### src/rtl/ma_window_minmax_if.sv
// Signal bundle between the moving-average stage and the window min/max tracker.
// master drives samples, strobe and thresholds; slave is the tracker.
interface ma_window_minmax_if #(parameter int DATA_W = 10);
  logic              ena;
  logic [DATA_W-1:0] data_in;
  logic              strobe_in;
  logic [DATA_W-1:0] thr_hi;
  logic [DATA_W-1:0] thr_lo;
  logic              clr_sticky;
  logic [DATA_W-1:0] min_out;
  logic [DATA_W-1:0] max_out;
  logic [DATA_W-1:0] p2p_out;
  logic              thr_flag;
  logic              win_valid;
  logic              strobe_out;
  logic              sticky_fs;

  modport master (
    output ena, data_in, strobe_in, thr_hi, thr_lo, clr_sticky,
    input  min_out, max_out, p2p_out, thr_flag, win_valid, strobe_out, sticky_fs
  );
  modport slave (
    input  ena, data_in, strobe_in, thr_hi, thr_lo, clr_sticky,
    output min_out, max_out, p2p_out, thr_flag, win_valid, strobe_out, sticky_fs
  );
endinterface

### src/rtl/ma_window_minmax.sv
// Min/max/peak-to-peak over non-overlapping windows of 2^WIN_LOG2 toggle-strobed samples,
// with a hysteresis flag on p2p. Define MINMAX_STICKY_EN to add the sticky full-scale flag.
module ma_window_minmax #(
  parameter int DATA_W   = 10,
  parameter int WIN_LOG2 = 4
) (
  input logic               clk,
  input logic               rst_n,
  ma_window_minmax_if.slave bus
);
  typedef enum logic {ACCUM, FINAL} state_t;

  state_t              state, state_nxt;
  logic                strobe_q;
  logic [WIN_LOG2-1:0] cnt;
  logic [DATA_W-1:0]   run_min, run_max;
  logic [DATA_W-1:0]   min_q, max_q, p2p_q;
  logic                flag_q, vld_q, stb_q;
  logic                evt, last, fin;
  logic [DATA_W-1:0]   p2p_new;

  // Strobe tracked regardless of ena so re-enabling never fakes an event.
  assign evt     = bus.ena && (bus.strobe_in != strobe_q);
  assign last    = evt && (cnt == {WIN_LOG2{1'b1}});
  assign p2p_new = run_max - run_min;

  always_ff @(posedge clk or negedge rst_n) begin
    if (!rst_n) state <= ACCUM;
    else        state <= state_nxt;
  end

  always_comb begin
    state_nxt = ACCUM;
    fin       = 1'b0;
    case (state)
      ACCUM: if (last) state_nxt = FINAL;
      FINAL: begin
        fin = 1'b1;
        if (last) state_nxt = FINAL;
      end
      default: state_nxt = ACCUM;
    endcase
  end

  always_ff @(posedge clk or negedge rst_n) begin
    if (!rst_n) begin
      strobe_q <= 1'b0;
      cnt      <= '0;
      run_min  <= '1;
      run_max  <= '0;
    end else begin
      strobe_q <= bus.strobe_in;
      if (evt) begin
        cnt <= cnt + 1'b1;
        if (cnt == '0) begin
          run_min <= bus.data_in;
          run_max <= bus.data_in;
        end else begin
          if (bus.data_in < run_min) run_min <= bus.data_in;
          if (bus.data_in > run_max) run_max <= bus.data_in;
        end
      end
    end
  end

  // Results latch the pre-update running values, so a sample at the same edge
  // can already start the next window.
  always_ff @(posedge clk or negedge rst_n) begin
    if (!rst_n) begin
      min_q  <= '0;
      max_q  <= '0;
      p2p_q  <= '0;
      flag_q <= 1'b0;
      vld_q  <= 1'b0;
      stb_q  <= 1'b0;
    end else begin
      vld_q <= fin;
      if (fin) begin
        min_q <= run_min;
        max_q <= run_max;
        p2p_q <= p2p_new;
        stb_q <= ~stb_q;
        if (p2p_new >= bus.thr_hi)     flag_q <= 1'b1;
        else if (p2p_new < bus.thr_lo) flag_q <= 1'b0;
      end
    end
  end

`ifdef MINMAX_STICKY_EN
  logic sticky_q;
  always_ff @(posedge clk or negedge rst_n) begin
    if (!rst_n)                                   sticky_q <= 1'b0;
    else if (bus.clr_sticky)                      sticky_q <= 1'b0;
    else if (evt && bus.data_in == {DATA_W{1'b1}}) sticky_q <= 1'b1;
  end
  assign bus.sticky_fs = sticky_q;
`else
  logic unused_clr;
  assign unused_clr    = bus.clr_sticky;
  assign bus.sticky_fs = 1'b0;
`endif

  assign bus.min_out    = min_q;
  assign bus.max_out    = max_q;
  assign bus.p2p_out    = p2p_q;
  assign bus.thr_flag   = flag_q;
  assign bus.win_valid  = vld_q;
  assign bus.strobe_out = stb_q;
endmodule

### src/flat_wrapper.sv
// flat-port wrapper written by rule: the top's interface ports become plain ports
module ma_window_minmax_flat 
#(
  parameter int DATA_W   = 10,
  parameter int WIN_LOG2 = 4
)
  (clk, rst_n, bus_ena, bus_data_in, bus_strobe_in, bus_thr_hi, bus_thr_lo, bus_clr_sticky, bus_min_out, bus_max_out, bus_p2p_out, bus_thr_flag, bus_win_valid, bus_strobe_out, bus_sticky_fs);
  ma_window_minmax_if #(.DATA_W(DATA_W)) bus_i ();
  input logic clk;
  input logic rst_n;
  input wire logic [$bits(bus_i.ena)-1:0] bus_ena;
  input wire logic [$bits(bus_i.data_in)-1:0] bus_data_in;
  input wire logic [$bits(bus_i.strobe_in)-1:0] bus_strobe_in;
  input wire logic [$bits(bus_i.thr_hi)-1:0] bus_thr_hi;
  input wire logic [$bits(bus_i.thr_lo)-1:0] bus_thr_lo;
  input wire logic [$bits(bus_i.clr_sticky)-1:0] bus_clr_sticky;
  output wire logic [$bits(bus_i.min_out)-1:0] bus_min_out;
  output wire logic [$bits(bus_i.max_out)-1:0] bus_max_out;
  output wire logic [$bits(bus_i.p2p_out)-1:0] bus_p2p_out;
  output wire logic [$bits(bus_i.thr_flag)-1:0] bus_thr_flag;
  output wire logic [$bits(bus_i.win_valid)-1:0] bus_win_valid;
  output wire logic [$bits(bus_i.strobe_out)-1:0] bus_strobe_out;
  output wire logic [$bits(bus_i.sticky_fs)-1:0] bus_sticky_fs;
  assign bus_i.ena = bus_ena;
  assign bus_i.data_in = bus_data_in;
  assign bus_i.strobe_in = bus_strobe_in;
  assign bus_i.thr_hi = bus_thr_hi;
  assign bus_i.thr_lo = bus_thr_lo;
  assign bus_i.clr_sticky = bus_clr_sticky;
  assign bus_min_out = bus_i.min_out;
  assign bus_max_out = bus_i.max_out;
  assign bus_p2p_out = bus_i.p2p_out;
  assign bus_thr_flag = bus_i.thr_flag;
  assign bus_win_valid = bus_i.win_valid;
  assign bus_strobe_out = bus_i.strobe_out;
  assign bus_sticky_fs = bus_i.sticky_fs;
  ma_window_minmax #(.DATA_W(DATA_W), .WIN_LOG2(WIN_LOG2)) u_core (.clk(clk), .rst_n(rst_n), .bus(bus_i));
endmodule
### config.mk
export PLATFORM = sky130hd
export DESIGN_NAME = ma_window_minmax_flat
export DESIGN_NICKNAME = d
export VERILOG_FILES = /design/src/rtl/ma_window_minmax_if.sv /design/src/rtl/ma_window_minmax.sv /design/src/flat_wrapper.sv
export SDC_FILE = /design/constraint.sdc
export NUM_CORES = 1
export LEC_CHECK = 0
export BUFFER_PORTS_ARGS = -buffer_cell sky130_fd_sc_hd__buf_2
export CORE_AREA = 2 2 94 96
export CTS_CLUSTER_SIZE = 20
export DETAILED_ROUTE_END_ITERATION = 8
export DIE_AREA = 0 0 96 98
export GPL_ROUTABILITY_DRIVEN = 0
export HOLD_SLACK_MARGIN = 0.12
export PLACE_DENSITY_LB_ADDON = 0.3
export SLEW_MARGIN = 20
export SYNTH_ARGS = -nofsm -noshare
export SYNTH_HDL_FRONTEND = slang
export SYNTH_SLANG_ARGS = --single-unit
### constraint.sdc
create_clock -name clk -period 3.9 [get_ports clk]
set_input_delay 0.39 -clock clk [delete_from_list [all_inputs] [get_ports clk]]
set_output_delay 0.39 -clock clk [all_outputs]
set_load 0.02 [all_outputs]
### Yosys cells after proc, flatten, opt, wreduce, memory -nomap -nowiden

Cells that the tools add are included.

| word-level totals | value |
|---|---|
| register bits after elaboration | 59 |
| input port bits | 35 |
| output and inout port bits | 34 |
| logic and storage cells | 37 |

| operators by class | value |
|---|---|
| add/sub/neg operators | 2 |
| magnitude comparators | 4 |
| eq/ne operators | 2 |
| muxes and demuxes | 8 |
| bitwise gates (word level) | 1 |
| reductions and logical operators | 9 |

Operators by type and width:

| kind | count |
|---|---|
| $mux 10 | 4 |
| $lt 10x10->1 | 2 |
| $ge 10x10->1 | 1 |
| $gt 10x10->1 | 1 |
| $sub 10x10->10 | 1 |
| $reduce_and 2->1 | 3 |
| $reduce_bool 2->1 | 3 |
| $add 4x1->4 const B | 1 |
| $eq 4x4->1 const B | 1 |
| $logic_not 4->1 | 1 |
| $mux 1 | 4 |
| $logic_and 1x1->1 | 2 |
| $ne 1x1->1 | 1 |
| $not 1->1 | 1 |

### Logic depth before layout (Yosys ltp)

Gate-level depths: netlist of the first run.

| logic depth | value |
|---|---|
| depth in word-level cells | 4 |
| mapped depth | 14 |
| depth with buffers taken out | 14 |

### Worst setup path after synthesis of the first run

OpenSTA, ideal clock, no wires.

| timing | value |
|---|---|
| path type | reg-to-reg |
| from | register u_core.run_min[2] |
| to | register u_core.flag_q (netlist: u_core.bus.thr_flag) |
| library setup time | 138 ps |
| arrival time | 2614 ps |
| required time | 3762 ps |
| setup slack | 1149 ps |
| stages on the path, launching flop included | 13 |
| path buffers | 0 |
| period minus slack after synthesis | 2751 ps |
| cells stage by stage | dfstp_2 > inv_1 > ha_1 > o21ai_1 > a21oi_1 > o21ai_1 > a211oi_1 > xnor2_1 > ha_1 > a21o_1 > a21o_1 > a221oi_1 > o211ai_1 |

| between the ends | value |
|---|---|
| longest elaborated chain between the ends | 4 |
| elaborated cells on any way between the ends | 6 |
| those cells by class | 1 x add/sub; 2 x order compare; 1 x mux; 2 x reduce/logical |

RTL lines:

| element | RTL line | RTL |
|---|---|---|
| from (decl) | ma_window_minmax.sv:16 | `logic [DATA_W-1:0] run_min, run_max;` |
| from (signal assigned) | ma_window_minmax.sv:56 | `run_min <= bus.data_in;` |
| from (signal assigned) | ma_window_minmax.sv:59 | `if (bus.data_in < run_min) run_min <= bus.data_in;` |
| $sub 10x10->10 * | ma_window_minmax.sv:25 | `assign p2p_new = run_max - run_min;` |
| via u_core.p2p_new[7] | ma_window_minmax.sv:20 | `logic [DATA_W-1:0] p2p_new;` |
| $lt 10x10->1 or $ge 10x10->1 (tied branches) | ma_window_minmax.sv:84, ma_window_minmax.sv:83 |  |
| $reduce_bool 2->1 (no line) | - |  |
| $reduce_and 2->1 (no line) | - |  |
| to (signal assigned) | ma_window_minmax.sv:73 | `flag_q <= 1'b0;` |
| to (signal assigned) | ma_window_minmax.sv:83 | `if (p2p_new >= bus.thr_hi) flag_q <= 1'b1;` |
| to (signal assigned) | ma_window_minmax.sv:84 | `else if (p2p_new < bus.thr_lo) flag_q <= 1'b0;` |
| to (decl) | ma_window_minmax.sv:18 | `logic flag_q, vld_q, stb_q;` |

Mark *: on every way through the listed nets, which the timed path passes. The rest lies on a longest branch.
A chain may end at the register's enable or synchronous reset.

### Worst setup path in the final report of the first run

| timing | value |
|---|---|
| from | register u_core.run_min[5] |
| to | register u_core.flag_q (netlist: u_core.bus.thr_flag) |

The elaborated chain is that of the path after synthesis.

==> flow_summary.json, run 1 <==
{
  "status": "complete, no violations",
  "critical-path-slowest-cell": "dfstp_2",
  "postRouteAntennaNets": 0,
  "overflow": 0,
  "grtUsageTotal_pct": 20.3,
  "worstHoldStart": "bus_strobe_in",
  "die_x_um": 96,
  "fmax_ghz": 0.305,
  "final_common_cell": "buf_2",
  "holdPathStages": 1,
  "htree_num_levels": 3,
  "yosysSeqAreaShare_pct": 36.4,
  "routed_wl_mm": 9.13,
  "crit_chain": "inv_1, ha_1, nand2_1, a2111oi_0, o31ai_1, and3_1, nor2_1, ha_1, and4_1, a221oi_1, o211ai_1",
  "rr_endpoint": "u_core.bus.thr_flag$_DFFE_PN0P_",
  "synth_area_sq_mm": 0.00409,
  "grt_antenna_before_repair": 0,
  "layout-drive-gt1-share_pct": 27.8,
  "start_util_pct": 48.3,
  "wl_per_cell_um": 15.6,
  "diodes": 0,
  "synth_edf_count": 0,
  "r2r_slack_ns": 0.62,
  "drv_slew": 0,
  "drt_first_pass_iters": 4,
  "synth_fp_nets": 496,
  "drc": 0,
  "die_y_um": 98,
  "dieArea_sq_mm": 0.00941,
  "synthCells": 411,
  "hold_end": "u_core.strobe_q$_DFF_PN0_",
  "grt_pass1_vias": 3247,
  "critPathCaptureType": "flop",
  "cts_tree": "yes",
  "critPathMaxStageDelay_ns": 0.55,
  "synthArstFlopShare_pct": 100,
  "vias_per_cell": 5.60,
  "core_sq_mm": 0.00847,
  "yosysTopAreaCellShare_pct": 30.0,
  "cp.required_ns": 4.11,
  "dpl.hpwl_mm": 6.84,
  "synthTopCellsByArea": "dfrtp_1 30%, ha_1 15%, mux2_2 6.6%",
  "grt_pass1_wl_mm": 15.2,
  "cts-buffers-inserted": 9,
  "worstSkewPairLatency_ns": 0.34,
  "hold_class": "input pin to flop",
  "max_slew_margin_pct": 39.5,
  "yosys.cell_types.count": 53,
  "area_growth_pct": 15.3,
  "worst_pin_slew_ns": 0.907,
  "worstPathMaxFanout": 10,
  "finalWorstSetupSlack_ns": 0.620,
  "drv_cap": 0,
  "timing.final.setup_violations": 0,
  "post-route-period-util_pct": 84.1,
  "vias": 3282,
  "synth-seq-cells": 59,
  "irDropWorstVdd_v": 0.000373,
  "io_buffers": 66,
  "clock_sinks": 59,
  "reg2reg_from": "u_core.run_min[5]$_DFFE_PN1P_",
  "worstSetupPathType": "flop to flop",
  "nets": 558,
  "place_ws_ns": 0.606,
  "clock_path_buffers": 2,
  "cellLeakagePower_nw": 2.44,
  "arrival_ns": 3.49,
  "period_minus_slack_ns": 3.28,
  "power.density_mw_per_mm2": 930,
  "clkTransAtPathRegs_ns": 0.07,
  "rsz0062_at_grt": "false",
  "cts_root_buffer": "clkbuf_8",
  "tns_ns": 0,
  "synth-main-ff-cell": "dfrtp_1",
  "grt_max_degree": 32,
  "avgSynthCellArea_sq_um": 9.95,
  "crit_top_cell": "ha_1",
  "ff2ff_path_depth": 11,
  "layout_common_cells": "66 x buf_2, 49 x inv_1, 49 x ha_1, 49 x dfrtp_1",
  "row_count": 34,
  "fin_worst_skew_ns": 0.00667,
  "hold_viol_final": 0,
  "io_pins": 69,
  "first_iter_violations": 101,
  "synth_area_leader_cell": "dfrtp_1",
  "setup.worst_path.start_class": "flop",
  "yosysWarnings": 0
}
==> where the power goes <==
group          internal [W]  switching (W)  total, W
clock network      0.000357       0.000258  0.000615
logic               0.00115        0.00151   0.00266
registers          0.000902       0.000212   0.00111
total               0.00241        0.00198   0.00439
==> layer usage <==
| metal | part of all wire [%] | global-route usage, % | up-vias | wire length, um |
|---|---|---|---|---|
| met5 | 0 | 0 | - | 0 |
| met1 | 46 | 27.4 | 1574 | 4190 |
| met4 | 1.0 | 4.95 | 0 | 91 |
| met3 | 5.1 | 3.78 | 10 | 467 |
| met2 | 48 | 33.6 | 83 | 4380 |
| li1 | - | - | 1615 | - |
==> cells in the mapped netlist, drive strengths merged (5+ instances only) <==
master and count:
inv 50, dfrtp 49, ha 49, mux2 33, nand3 24, nand2 23, a21oi 16, buf 14
dfstp 10, nor2 10, o21ai 10, or3 10, a211oi 9, nand4 9, o311a 9, o311ai 9
xnor2 7, a21o 6, clkbuf 6, nand2b 5
==> state kept, by name, indices dropped and copies added (netlist names) <==
name,cells
u_core.bus.min_out,10
u_core.run_max,10
u_core.state,1
u_core.bus.strobe_out,1
u_core.bus.p2p_out,10
u_core.run_min,10
u_core.strobe_q,1
u_core.bus.max_out,10
u_core.cnt,4
u_core.bus.thr_flag,1
u_core.bus.win_valid,1
==> cells by family (layout without fill, tap and decap cells) <==
family                     after synthesis  in the layout  synth area share [%]
DFF                                     59             59                  36.4
adders and majority gates               50             50                  15.5
muxes                                   34             34                  10.2
xor gates and xnor gates                11             11                  2.35
and+or+nand+nor                        101            101                  13.1
buffers and inverters                   70            137                  6.97
other                                    1              1                0.0917
AOI/OAI and AO/OA                       85             85                  15.5
==> final cells by class <==
cell class	count	area, sq um
Multi-Input combinational cell	282	2320
Clock inverter	7	92.6
Timing Repair Buffer	71	370
Tap cell	108	135
Inverter	50	188
Sequential cell	59	1490
Fill cell	762	3750
Clock buffer	9	124
==> critical path: cells and delay by family (launching register included) <==
| kind | cells | cell delay (ns) |
|---|---|---|
| fa+ha+maj | 2 | 0.75 |
| simple gates | 4 | 0.69 |
| flops | 1 | 0.55 |
| compound gates | 4 | 1.08 |
| buf+inv | 1 | 0.08 |
==> repair_timing <==
action                    in CTS  in global routing
resized for setup              0                  0
hold buffers                   1                  0
buffers inserted               0                  0
hold endpoints to repair      24                  0
==> worst max-delay path by stage <==
stage	from	endpoint	slack (ns)	cells past startpoint
6_report	u_core.run_min[5]$_DFFE_PN1P_	u_core.bus.thr_flag$_DFFE_PN0P_	0.62	11
5_1_grt	u_core.run_min[5]$_DFFE_PN1P_	u_core.bus.thr_flag$_DFFE_PN0P_	0.39	11
4_1_cts	u_core.run_min[5]$_DFFE_PN1P_	u_core.bus.thr_flag$_DFFE_PN0P_	0.59	11
3_5_place_dp	u_core.run_min[5]$_DFFE_PN1P_	u_core.bus.thr_flag$_DFFE_PN0P_	0.61	11
3_3_place_gp	u_core.run_min[5]$_DFFE_PN1P_	u_core.bus.thr_flag$_DFFE_PN0P_	0.59	11
2_1_floorplan	u_core.run_min[2]$_DFFE_PN1P_	u_core.bus.thr_flag$_DFFE_PN0P_	1.15	12
==> metrics by stage <==
stage / total power (W) / area (sq um) / utilization (%) / hold slack [ns] / instances
4_1_cts: 0.00442 / 4720 / 55.7 / 0.164 / 586
3_5_place_dp: 0.00378 / 4490 / 53.0 / 0.463 / 569
6_report: 0.00439 / 4720 / 55.7 / 0.183 / 586
3_3_place_gp: 0.00365 / 4490 / 53.0 / 0.448 / 569
5_1_grt: 0.00481 / 4720 / 55.7 / 0.171 / 586
2_1_floorplan: 0.00309 / 4090 / - / 0.0944 / 411
Power figures use the tool's default switching activity.
==> run 2, diff against run 1 <==
--- a/config.mk
+++ b/config.mk
@@ -5,11 +5,12 @@
 export SDC_FILE = /design/constraint.sdc
 export NUM_CORES = 1
 export LEC_CHECK = 0
+export ABC_AREA = 1
 export BUFFER_PORTS_ARGS = -buffer_cell sky130_fd_sc_hd__buf_2
-export CORE_AREA = 2 2 94 96
+export CORE_AREA = 2 2 90 92
 export CTS_CLUSTER_SIZE = 20
 export DETAILED_ROUTE_END_ITERATION = 8
-export DIE_AREA = 0 0 96 98
+export DIE_AREA = 0 0 92 94
 export GPL_ROUTABILITY_DRIVEN = 0
 export HOLD_SLACK_MARGIN = 0.12
 export PLACE_DENSITY_LB_ADDON = 0.3
==> constraint.sdc (replaced) <==
create_clock -name clk -period 2.7 [get_ports clk]
set_input_delay 0.27 -clock clk [delete_from_list [all_inputs] [get_ports clk]]
set_output_delay 0.27 -clock clk [all_outputs]
set_load 0.02 [all_outputs]
==> flow_summary.json, run 2 <==
{
  "grt_pass1_wl_mm": 14.6,
  "worstSkewPairLatency_ns": 0.35,
  "comb_power_share_pct": 64.6,
  "drv_slew": 0,
  "worst_pin_slew_ns": 0.783,
  "cts_root_buffer": "clkbuf_8",
  "drc": 0,
  "htree_num_levels": 3,
  "timing.final.setup_violations": 0,
  "dpl.hpwl_mm": 6.43,
  "grt_antenna_before_repair": 0,
  "synthArstFlopShare_pct": 100,
  "yosysWarnings": 0,
  "crit_chain": "inv_2, ha_4, buf_4, nand2_2, o21ai_4, nand3_2, nand2_1, nand2_1, and2_4, ha_1, nand2_1, nor2_1, a211oi_2, nand3_1, nand2_1, nand2_1",
  "max_slew_margin_pct": 47.7,
  "fin_worst_skew_ns": 0.00930,
  "cellLeakagePower_nw": 2.53,
  "wl_per_cell_um": 13.8,
  "status": "complete, no violations",
  "core_sq_mm": 0.00761,
  "row_count": 32,
  "critical-path-slowest-cell": "dfstp_2",
  "layout-drive-gt1-share_pct": 27.1,
  "vias": 3219,
  "final_common_cell": "nand2_1",
  "worstSetupPathType": "flop to flop",
  "synthCells": 461,
  "swShare_pct": 47.4,
  "clkTransAtPathRegs_ns": 0.07,
  "fin_area_sq_mm": 0.00463,
  "first_iter_violations": 180,
  "clock_path_buffers": 2,
  "tns_ns": 0,
  "synth_most_common_cell": "nand2_1",
  "p_int_w": 0.00356,
  "cts_tree": "yes",
  "period_minus_slack_ns": 2.59,
  "synth_edf_count": 0,
  "grtUsageTotal_pct": 21.6,
  "clock_sinks": 59,
  "synth_area_sq_mm": 0.00371,
  "overflow": 0,
  "critPathMaxStageDelay_ns": 0.54,
  "die_x_um": 92,
  "fmax_ghz": 0.386,
  "p_sw_w": 0.00321,
  "vias_per_cell": 4.97,
  "layout_common_cells": "143 x nand2_1, 66 x buf_2, 60 x inv_1, 49 x dfrtp_1, 40 x ha_1",
  "cp.required_ns": 2.94,
  "cp_num_buf_inv": 2,
  "drv_cap": 0,
  "routed_wl_mm": 8.93,
  "drt_first_pass_iters": 4,
  "critPathCaptureType": "flop",
  "finalNonFillerCells": 648,
  "crit_family": "simple AND/OR/NAND/NOR gates",
  "power.density_mw_per_mm2": 1460,
  "dieArea_sq_mm": 0.00865,
  "irDropWorstVdd_v": 0.000537,
  "synth-seq-cells": 59,
  "yosys.cell_types.count": 35,
  "arrival_ns": 2.82,
  "nets": 626,
  "power.share.sequential_pct": 23.2,
  "io_buffers": 66,
  "diodes": 0,
  "finalWorstSetupSlack_ns": 0.112,
  "pwr-share-clk_pct": 12.3,
  "hold_class": "input pin to flop",
  "yosysTopAreaCellShare_pct": 33.1,
  "start_util_pct": 48.8,
  "synth-main-ff-cell": "dfrtp_1",
  "grt_max_degree": 53,
  "synthTopCellsByArea": "dfrtp_1 33%, ha_1 17%, nand2_1 15%",
  "placed_area_sq_mm": 0.00415,
  "grt_pass1_vias": 3064,
  "post-place-cells": 624,
  "setup.worst_path.start_class": "flop",
  "cts-buffers-inserted": 9,
  "area_growth_pct": 24.8,
  "worstPathMaxFanout": 3,
  "io_pins": 69,
  "power_w": 0.00677,
  "crit_top_cell": "nand2_1",
  "avgSynthCellArea_sq_um": 8.04,
  "die_y_um": 94,
  "postRouteAntennaNets": 0,
  "hold_viol_final": 0,
  "post-route-period-util_pct": 95.8,
  "synth_area_leader_cell": "dfrtp_1",
  "synth_fp_nets": 546,
  "synthTopCellsByCount": "145 x nand2_1, 65 x inv_1, 49 x dfrtp_1, 49 x ha_1, 32 x nand3_1",
  "yosysSeqAreaShare_pct": 40.1,
  "place_ws_ns": -0.0410
}
run 2: changes by cell type in the layout (fill, tap and decap cells not counted), moves of 9 or more:
cell	before	now
nand2_1	23	143
inv_1	49	60
ha_4	0	9
mux2_2	24	0
o311a_1	9	0
mux2_4	9	0
o311ai_1	9	0
or3_1	10	0
ha_1	49	40
run 2: power groups by stage:
stage	sequential, W	clock (W)	combinational [W]
after floorplan	0.00175	0	0.00245
after global routing	0.00162	0.000891	0.00490
after detailed placement	0.00156	0	0.00364
final	0.00157	0.000831	0.00437
after global placement	0.00155	0	0.00348
after CTS	0.00154	0.000841	0.00372
run 2: cells by family (layout without fill, tap and decap cells):
kind of cell	after synthesis	after routing	synth area share [%]
and+or+nand+nor	207	207	23.5
buffers and inverters	79	164	8.50
DFF	59	59	40.1
AOI/OAI and AO/OA	55	55	8.30
adders and majority gates	50	50	17.1
xor gates and xnor gates	10	10	2.36
other	1	1	0.101
run 2: path summary, 6_finish.rpt:
kind                                               start                                 to  slack (ns)  cells past startpoint
setup / recovery           u_core.run_min[2]$_DFFE_PN1P_    u_core.bus.thr_flag$_DFFE_PN0P_        0.11                     16
hold / removal                            bus_data_in[0]      u_core.run_min[0]$_DFFE_PN1P_        0.19                      3
setup reg to reg           u_core.run_min[2]$_DFFE_PN1P_    u_core.bus.thr_flag$_DFFE_PN0P_        0.11                     16
hold reg to reg            u_core.run_min[5]$_DFFE_PN1P_      u_core.run_min[5]$_DFFE_PN1P_        0.47                      2
max in group asynchronous                          rst_n  u_core.bus.p2p_out[1]$_DFFE_PN0P_        1.48                      3
min in group asynchronous                          rst_n  u_core.bus.max_out[6]$_DFFE_PN0P_        0.34                      2
run 2: per-layer routing:
layer | vias up | GRT usage [%] | share of wire (%)
li1 | 1631 | - | -
met1 | 1495 | 29.1 | 47
met2 | 78 | 34.4 | 46
met3 | 15 | 4.82 | 4.7
met4 | 0 | 7.34 | 1.6
met5 | - | 0 | 0
run 2: worst reg2reg max path, delay by kind of cell, from the launching register on:
| kind | cells | cell delay, ns |
|---|---|---|
| and+or+nand+nor | 10 | 0.83 |
| adders and majority gates | 2 | 0.55 |
| DFF | 1 | 0.54 |
| AOI/OAI and AO/OA | 2 | 0.40 |
| buffers and inverters | 2 | 0.18 |
run 2: timing repair:
item / in CTS / in global routing
pin swaps: 1 / 17
setup buffers: 1 / 5
gates resized for setup: 1 / 38
endpoints found under the hold margin: 14 / 0
endpoints found under the setup margin: 1 / 1
hold buffers: 2 / 0
run 2: through the flow:
stage	utilization (%)	hold WS, ns
2_1_floorplan	-	-0.0256
3_3_place_gp	54.6	0.177
3_5_place_dp	54.6	0.179
4_1_cts	57.7	0.172
5_1_grt	60.8	0.185
6_report	60.8	0.188
run 2: final cells by class:
cell class | instances | area [sq um]
multi-input combinational | 323 | 2110
clock buffer | 11 | 141
timing repair buffer | 80 | 440
inverter | 68 | 255
fill | 673 | 2980
clock inverter | 5 | 62.6
tap | 102 | 128
sequential | 59 | 1490
